## config.mk

```make
export PLATFORM = sky130hd
export DESIGN_NAME = sd_host_regs
export DESIGN_NICKNAME = d
export VERILOG_FILES = /design/src/rtl/sd_host_pkg.sv /design/src/rtl/sd_host_regs.sv
export SDC_FILE = /design/constraint.sdc
export NUM_CORES = 1
export LEC_CHECK = 0
export ABC_CLOCK_PERIOD_IN_PS = 14400
export BUFFER_PORTS_ARGS = -buffer_cell sky130_fd_sc_hd__buf_2
export CORE_MARGIN = 3
export CORE_UTILIZATION = 40
export DETAILED_ROUTE_END_ITERATION = 8
export PLACE_DENSITY_LB_ADDON = 0.15
export SLEW_MARGIN = 20
export SYNTH_ARGS = -nofsm -noshare
export SYNTH_HDL_FRONTEND = slang
export SYNTH_SLANG_ARGS = --single-unit
```

## constraint.sdc

```tcl
create_clock -name clk -period 14.4 [get_ports clk]
set_input_delay 1.44 -clock clk [delete_from_list [all_inputs] [get_ports clk]]
set_output_delay 1.44 -clock clk [all_outputs]
set_load 0.03 [all_outputs]
```

## src/rtl/sd_host_pkg.sv

```systemverilog
// Shared register map and constants for the SD host register bank.
// Reused by the command engine and by benches.
package sd_host_pkg;

  localparam logic [7:0] ADDR_CTRL         = 8'h00;
  localparam logic [7:0] ADDR_STATUS       = 8'h01;
  localparam logic [7:0] ADDR_CMD          = 8'h02;
  localparam logic [7:0] ADDR_ARG0         = 8'h03;
  localparam logic [7:0] ADDR_ARG1         = 8'h04;
  localparam logic [7:0] ADDR_ARG2         = 8'h05;
  localparam logic [7:0] ADDR_ARG3         = 8'h06;
  localparam logic [7:0] ADDR_VERSION      = 8'h07;
  localparam logic [7:0] ADDR_SCRATCH_BASE = 8'h08;

  localparam logic [7:0] VERSION_DEFAULT   = 8'h11;

endpackage

```

## src/rtl/sd_host_regs.sv

```systemverilog
// Host-side register bank: one access per clock, registered ack/err/data_out,
// sticky STATUS set by the SD engine and cleared by write-one-to-clear,
// and a one-cycle cmd_start pulse on an accepted CMD write.
module sd_host_regs
  import sd_host_pkg::*;
#(
  parameter int         NUM_REGS = 32,
  parameter logic [7:0] VERSION  = VERSION_DEFAULT
) (
  input  logic        clk,
  input  logic        reset,
  input  logic        req,
  input  logic        wnr,
  input  logic [7:0]  address,
  input  logic [7:0]  data_in,
  output logic        ack,
  output logic [7:0]  data_out,
  output logic        err,
  input  logic [7:0]  status_set,
  input  logic        cmd_busy,
  output logic        cmd_start,
  output logic [7:0]  ctrl,
  output logic [7:0]  cmd,
  output logic [31:0] arg
);

  localparam int IDX_W = (NUM_REGS > 1) ? $clog2(NUM_REGS) : 1;

  // Slots for STATUS and VERSION exist in the array but are never written;
  // those addresses are served by dedicated logic.
  logic [7:0] regs_q [NUM_REGS];
  logic [7:0] regs_d [NUM_REGS];
  logic [7:0] status_q, status_d;
  logic [7:0] data_out_q, data_out_d;
  logic       ack_q, ack_d;
  logic       err_q, err_d;
  logic       cmd_start_q, cmd_start_d;
  logic [7:0] w1c_mask;

  logic             mapped;
  logic [IDX_W-1:0] idx;

  assign mapped = ({24'd0, address} < 32'(NUM_REGS));
  assign idx    = address[IDX_W-1:0];

  // Access decode, next-state for register array, STATUS and bus response.
  always_comb begin
    regs_d      = regs_q;
    w1c_mask    = 8'h00;
    ack_d       = req;
    err_d       = 1'b0;
    cmd_start_d = 1'b0;
    data_out_d  = data_out_q;
    if (req) begin
      if (!wnr) begin
        data_out_d = 8'h00;
        err_d      = !mapped;
        if (mapped) begin
          case (address)
            ADDR_STATUS:  data_out_d = status_q;
            ADDR_VERSION: data_out_d = VERSION;
            default:      data_out_d = regs_q[idx];
          endcase
        end
      end else if (!mapped || address == ADDR_VERSION) begin
        err_d = 1'b1;
      end else if (address == ADDR_STATUS) begin
        w1c_mask = data_in;
      end else if (address == ADDR_CMD) begin
        if (cmd_busy) begin
          err_d = 1'b1;
        end else begin
          regs_d[idx] = data_in;
          cmd_start_d = 1'b1;
        end
      end else begin
        regs_d[idx] = data_in;
      end
    end
    // Set strobes are applied after the clear so a same-cycle set wins.
    status_d = (status_q & ~w1c_mask) | status_set;
  end

  // State and registered outputs; reset drops any access in flight.
  always_ff @(posedge clk or posedge reset) begin
    if (reset) begin
      for (int i = 0; i < NUM_REGS; i++) regs_q[i] <= 8'h00;
      status_q    <= 8'h00;
      data_out_q  <= 8'h00;
      ack_q       <= 1'b0;
      err_q       <= 1'b0;
      cmd_start_q <= 1'b0;
    end else begin
      regs_q      <= regs_d;
      status_q    <= status_d;
      data_out_q  <= data_out_d;
      ack_q       <= ack_d;
      err_q       <= err_d;
      cmd_start_q <= cmd_start_d;
    end
  end

  assign ack       = ack_q;
  assign err       = err_q;
  assign data_out  = data_out_q;
  assign cmd_start = cmd_start_q;
  assign ctrl      = regs_q[0];
  assign cmd       = regs_q[2];
  assign arg       = {regs_q[6], regs_q[5], regs_q[4], regs_q[3]};

endmodule

```

-- Word level (Yosys, flattened, before mapping)
Index checks and enable logic that the tools add are counted.
- bits in registers: 275
- input port bits: 29
- output and inout port bits: 59
- word-level logic and storage cells: 82
- order comparisons: 3
- equal/unequal tests: 4
- mux-type cells: 26
- bitwise logic cells: 7
- reduce and logical (&&, ||, !) cells: 5
- operators by type and width (cell ; count):
    $mux 256 ; 2
    $bwmux 256 ; 1
    $mux 8 ; 8
    $bmux 8 s5 ; 1
    $demux 8 s5 ; 1
    $pmux 8 s2 ; 1
    $mux 1 ; 12
    $and 8x8->8 ; 1
    $eq 8x1->1 const B ; 1
    $eq 8x2->1 const B ; 1
    $eq 8x3->1 const B ; 1
    $lt 8x6->1 const B ; 1
    $not 8->8 ; 1
    $or 8x8->8 ; 1
    $ge 6x6->1 const B ; 1
    $lt 6x1->1 const B ; 1
    $not 5->6 ; 1
    $reduce_and 5->1 ; 1
    $not 1->1 ; 3
    $ne 2x2->1 const B ; 1
    $reduce_and 2->1 ; 1
    $logic_and 1x1->1 ; 1
    $logic_not 1->1 ; 1
    $logic_or 1x1->1 ; 1

-- Logic depth before layout (Yosys ltp)
Gate-level depths: netlist of the first run.
- depth in word-level cells: 9
- depth in mapped cells: 10
- mapped depth without buffers: 5

-- Worst setup path before layout of the first run
No wires, ideal clock.
- path type: input to register
- start: input port address[7]
- end: register regs_q, in the netlist ctrl[0]
- library setup time: 125 ps
- data arrival time: 3167 ps
- data required time: 14275 ps
- path slack: 11109 ps
- stages on the path: 6
- path through: nor3_4 nand3_2 or3_1 buf_4 nor4_4 mux2_2
- longest elaborated chain between the ends: 5
- ends and longest elaborated chain (element ; line ; RTL):
    start, declared ; sd_host_regs.sv:14 ; input logic [7:0] address,
    $lt 8x6->1 ; sd_host_regs.sv:43 ; assign mapped = ({24'd0, address} < 32'(NUM_REGS));
    $logic_not 1->1 ; sd_host_regs.sv:65 ; end else if (!mapped || address == ADDR_VERSION) begin
    $logic_or 1x1->1 ; sd_host_regs.sv:65 ;
    $not 1->1 (no line) ; n/a ;
    $reduce_and 5->1 (no line) ; n/a ;
    end signal, assigned ; sd_host_regs.sv:94 ; regs_q <= regs_d;
    end, declared ; sd_host_regs.sv:31 ; logic [7:0] regs_q [NUM_REGS];
Several ways; a longest one is shown, not always the timed one.
A chain may end at the register's enable or synchronous reset.

-- Worst setup path after layout of the first run
- start: input port address[0]
- end: register data_out_q[6], in the netlist data_out[6]
- longest elaborated chain between the ends: 6
- ends and longest elaborated chain (element ; line ; RTL):
    $not 5->6 (not written as such) ; sd_host_regs.sv:62 ; default: data_out_d = regs_q[idx];
    $bmux 8 s5 ; sd_host_regs.sv:62 ;
    $mux 8 (not written as such) (2 in series) ; sd_host_regs.sv:62 ;
    $pmux 8 s2 ; sd_host_regs.sv:59 ; case (address)
    $mux 8 * ; sd_host_regs.sv:58 ; if (mapped) begin
    end signal, assigned ; sd_host_regs.sv:96 ; data_out_q <= data_out_d;
    end, declared ; sd_host_regs.sv:34 ; logic [7:0] data_out_q, data_out_d;
Every way passes the cells marked *; elsewhere a longest branch is shown, timed or not. The select of a mux whose other input is x is not followed.

==> run metrics, run 1 <==
hpwl dp 20.5 mm; clock sink total 275; Clock Latency Late Sink 0.56 ns; row count 65; Crit Reg-Reg Endpoint data_out[2]; sequential area share after synthesis 53.2%; via count 7361; die height 186 um; kind of start point of the critical path input pin; synth top area cells dfrtp_1 (53%), mux2_2 (21%), mux4_2 (10%); Pwr Density 122 nW/um2; Mapped Nets 916; Setup WS pre-CTS 10.01 ns; most frequent CP cell buf_4; WHS Path Cells 0; R2R setup slack 12.43 ns; worst path cell trace buf_4, buf_4, mux4_2, mux2i_1, nor2b_1, a2111oi_0, o31ai_1; Reg clk slew, reported paths 0.06 ns; Vias/cell 5.59; crit path max fanout 50; routability cong. 0.760; Wirelength per Cell 24.5 um; Reg2Reg Depth 5; Post-synth EDFFs 0; Post-synth top cells dfrtp_1 (275), mux2_2 (247), mux4_2 (59), clkbuf_1 (52), buf_4 (51); Tcrit/Tclk final 25.8%; Nets 920; critical path startpoint address[0]; Worst Setup End Kind flip-flop; Sum Neg Setup Slack 0 ns; Slowest-stage cell, CP buf_4; DR iter-0 viols 512; cell count after synthesis 887; fraction of layout cells with a size suffix above 1 52.5%; Critical Path Max Stage Delay 0.67 ns; final slew viol count 0; die footprint 34500 um2; post-synth top area cell dfrtp_1; Hold EP regs_q[196]; Hold WC Path Type flip-flop to flip-flop; hold_ws 0.372 ns; Max Fclk 0.269 GHz; DRC violations left 0; Worst path top cell family by delay buffers and inverters; hold path start regs_q[196]; Die W 186 um; effective utilization at floorplan 40.8%; Hold-fix buffers, CTS 0; share of the synthesized area in the top cell type 53.2%; status finished, final reports clean; Max-Cap Viols 0; final worst setup slack 10.69 ns; Critical path buffers and inverters 2; num ports 88; Syn-to-layout area delta 11.1%; mapped cell area 12900 um2; # diodes 0; vias in the first global route 7616; Leak Pwr 7.00 nW; H-Tree Depth 1; Crit Path Class input pin to flip-flop; Detail Route Antenna Nets 0; endpoints failing setup 0; post-synthesis async set-or-reset flop share 100%; I/O Buffers 87; Worst R2R Start arg[26]; syn_area_per_cell 14.6 um2; Top FF cell, synth dfrtp_1; Slew @ Worst Pin 1.14 ns; Num CTS Buffers 31; Critical Path AT 4.13 ns; Hold Fails Final Rpt 0; initial antenna violation count 0; min Tclk post-route 3.71 ns; Tot GR Track Use 19.2%; detailed-router iteration count before antenna repair 5; clock root cell clkbuf_16; Slew headroom 23.9%; DRT Wirelength 32.2 mm; Warnings, synthesis 0; Synth cell types 45; count leader, synth dfrtp_1; peak supply drop 93.2 uV; total gr overflow 0; clk buf depth 3; RSZ-0062 raised after global routing no; largest net degree at the start of global routing 143; CTS tree built; Worst Clk Skew 0.00996 ns; core area 31700 um2; Post CTS Setup Buffer Count 0; Yosys reg bits 275; Resize count post-CTS 0; global-route wire length before repair 49.8 mm; WP data required 14.82 ns
==> worst reg2reg max path: cells and delay by family (launching register included) <==
kind | cells | cell delay, ns
AO/OA/AOI/OAI | 2 | 0.50
multiplexers | 2 | 0.82
flip-flops | 1 | 0.39
AND/OR/NAND/NOR | 1 | 0.14
==> layout make-up <==
class | instances | area [um2]
clock buffer | 44 | 905
sequential | 275 | 6880
multi-input combinational | 486 | 5370
timing repair buffer | 95 | 510
tap | 402 | 503
clock inverter | 12 | 191
inverter | 2 | 15.0
fill | 2861 | 17300
==> placed cells by master, fill, tap and decap left out, types with 6 or more instances in the layout <==
cell       Yosys  final
buf_2         15     86
a21o_1         8      8
nand2_1       32     32
clkbuf_16      0     31
nor2b_1        8      8
o221ai_1       7      7
clkbuf_8       0      8
mux4_2        59     59
a21oi_1        7      7
dfrtp_1      275    275
a2111oi_0      6      6
buf_4         51      8
nor2_1        16     16
mux2_2       247    247
mux2i_1       25     25
nand2_2       10     10
==> power by group <==
group	internal [W]	switching, W
Combinational	0.0000403	0.0000731
Sequential	0.000791	0.0000102
Clock	0.000523	0.000316
Total	0.00135	0.000399
==> per-layer routing <==
layer / up-vias / global-route usage [%] / share of wire, %
li1: 3217 / - / -
met1: 3938 / 28.3 / 47
met2: 168 / 30.4 / 47
met3: 38 / 2.33 / 4.0
met4: 0 / 4.65 / 2.3
met5: - / 0 / 0
==> worst max-delay path by stage <==
stage / end / slack [ns] / depth (start not counted)
after floorplan: ack / 5.38 / 1
after global placement: data_out[6] / 9.97 / 7
after detailed placement: data_out[6] / 10.01 / 7
after CTS: data_out[6] / 10.60 / 7
after global routing: data_out[6] / 10.29 / 7
final: data_out[6] / 10.69 / 7
==> sequential cells by signal (all words and copies together), names as in the netlist <==
register   count
cmd            8
ctrl           8
data_out       8
status_q       8
err            1
ack            1
cmd_start      1
arg           32
regs_q       208
==> per-stage QoR <==
stage          power (W)  std cells  instance area (um2)  util (%)
3_5_place_dp    0.000932       1260                13300      41.9
3_3_place_gp    0.000931       1260                13300      41.9
5_1_grt          0.00182       1316                14400      45.3
2_1_floorplan   0.000898        887                12900         -
4_1_cts          0.00178       1316                14400      45.3
6_report         0.00175       1316                14400      45.3
==> cells by family after synthesis <==
logic type | count (synthesis) | synth area share (%)
AO/OA/AOI/OAI | 51 | 3.14
XOR/XNOR | 1 | 0.0677
buffers and inverters | 126 | 5.34
flip-flops | 275 | 53.2
multiplexers | 331 | 33.7
AND/OR/NAND/NOR | 103 | 4.58
No activity file was read; power rests on OpenSTA's default activity.
==> run 2, diff against run 1 <==
ABC_CLOCK_PERIOD_IN_PS = 3700   (was 14400)
clock period = 3.7 ns   (was 14.4 ns; I/O delays follow)
==> run metrics, run 2 (synthesis gave the netlist of run 1 again) <==
crit path max fanout 8 (was 50); # diodes 0 (unchanged); Detail Route Antenna Nets 0 (unchanged); H-Tree Depth 1 (unchanged); Critical Path AT 2.95 ns (was 4.13 ns); # fillers 2868 (was 2861); Max Fclk 0.397 GHz; Slew headroom 40.1% (was 23.9%); Reg clk slew, reported paths 0.06 ns (about the same); Num CTS Buffers 31 (unchanged); Die W 186 um (unchanged); RSZ-0062 raised after global routing no (unchanged); via count 7407 (was 7361); Syn-to-layout area delta 12.3% (was 11.1%); Hold WC Path Type input pin to flip-flop (was flip-flop to flip-flop); Setup WS pre-CTS 0.701 ns (was 10.01 ns); hpwl dp 21.3 mm (was 20.5 mm); Tcrit/Tclk final 68.0%; Crit Path Class input pin to flip-flop (unchanged); DRT Wirelength 32.7 mm (was 32.2 mm); Placed Cells 1270 (was 1260); CTS tree built (unchanged); die height 186 um (unchanged); final worst setup slack 1.18 ns (was 10.69 ns); Hold Fails Final Rpt 0 (unchanged); vias in the first global route 7627 (was 7616); status finished, final reports clean (unchanged); clock root cell clkbuf_16 (unchanged); Resize count post-CTS 0 (unchanged); Max-Cap Viols 0 (unchanged); DR iter-0 viols 451 (was 512); Top reg by flops regs_q (unchanged); Worst Clk Skew 0.00927 ns (was 0.00996 ns); effective utilization at floorplan 40.8% (unchanged); detailed-router iteration count before antenna repair 4 (was 5); routability cong. 0.807 (was 0.760); Tot GR Track Use 19.3% (was 19.2%); WP data required 4.13 ns (was 14.82 ns); final slew viol count 0 (unchanged); Leak Pwr 7.09 nW (was 7.00 nW); total gr overflow 0 (unchanged); I/O Buffers 87 (unchanged); Nets 938 (was 920); WHS Path Cells 2 (was 0); most common cell after layout, fill and taps aside dfrtp_1 (unchanged); core area 31700 um2 (unchanged); Slew @ Worst Pin 0.898 ns (was 1.14 ns); clock sink total 275 (unchanged); initial antenna violation count 0 (unchanged); die footprint 34500 um2 (unchanged); min Tclk post-route 2.52 ns; Pwr Density 464 nW/um2 (was 122 nW/um2); clk buf depth 3 (unchanged); peak supply drop 309 uV (was 93.2 uV); Sum Neg Setup Slack 0 ns (unchanged); Power, Total 0.00674 W (was 0.00175 W); post-layout util 45.8% (was 45.3%); row count 65 (unchanged); most frequent cells in the layout dfrtp_1 (275), mux2_2 (247), buf_2 (86) (unchanged); fraction of layout cells with a size suffix above 1 52.5% (about the same); max FFs per register 208 (unchanged); Vias/cell 5.55 (was 5.59); non-filler instance count after layout 1335 (was 1316); Clock Latency Late Sink 0.55 ns (was 0.56 ns); endpoints failing setup 0 (unchanged); global-route wire length before repair 50.3 mm (was 49.8 mm); largest net degree at the start of global routing 153 (was 143); Worst Setup End Kind flip-flop (unchanged); DRC violations left 0 (unchanged); kind of start point of the critical path input pin (unchanged); Reg2Reg Depth 5 (unchanged); Wirelength per Cell 24.5 um (about the same); num ports 88 (unchanged)
## run 2: layout make-up
| cell class | count | area [um2] | share of cell area [%] |
|---|---|---|---|
| clock buffer | 46 | 932 | 6.42 |
| clock inverter | 11 | 130 | 0.896 |
| inverter | 2 | 11.3 | 0.0775 |
| multi-input combinational | 486 | 5370 | 36.9 |
| sequential | 275 | 6880 | 47.4 |
| tap | 402 | 503 | 3.46 |
| timing repair buffer | 113 | 703 | 4.84 |
## run 2: what timing repair did
action,4_1_cts,5_1_grt
hold buffers,8,0
buffers inserted,0,0
endpoints found under the hold margin,8,0
## run 2: path summary, 6_finish.rpt
check | start | end | slack [ns]
max | req | regs_q[25] | 1.18
min | status_set[7] | status_q[7] | 0.04
max reg2reg | arg[25] | data_out[1] | 1.60
min reg2reg | regs_q[247] | regs_q[247] | 0.37
max in group asynchronous | reset | regs_q[52] | 2.37
min in group asynchronous | reset | cmd_start | 0.52
## run 2: report_power, final
part	total (W)	switching, W	leakage [nW]	internal, W
combinational	0.000457	0.000286	2.78	0.000171
sequential	0.00312	0.0000405	3.77	0.00308
clock	0.00316	0.00123	0.534	0.00194
total	0.00674	0.00155	7.09	0.00519
## run 2: worst max-delay path, cell delays in order
cell and delay (ns):
dlygate4sd3_1 0.52, buf_2 0.16, nand3_2 0.14, or3_1 0.64
nor2b_1 0.69, mux2_2 0.41
## run 2: routing by layer
| layer | GRT usage [%] | part of all wire (%) | up-vias |
|---|---|---|---|
| met2 | 31.5 | 49 | 151 |
| met5 | 0 | 0 | - |
| li1 | - | - | 3271 |
| met1 | 28.2 | 46 | 3954 |
| met4 | 3.54 | 1.4 | 0 |
| met3 | 2.52 | 4.5 | 31 |
## run 2: metrics by stage
stage | hold WS (ns) | area, um2
3_3_place_gp | 0.360 | 13400
6_report | 0.0378 | 14500
2_1_floorplan | 0.401 | 12900
5_1_grt | 0.0146 | 14500
3_5_place_dp | 0.363 | 13400
4_1_cts | 0.0108 | 14500
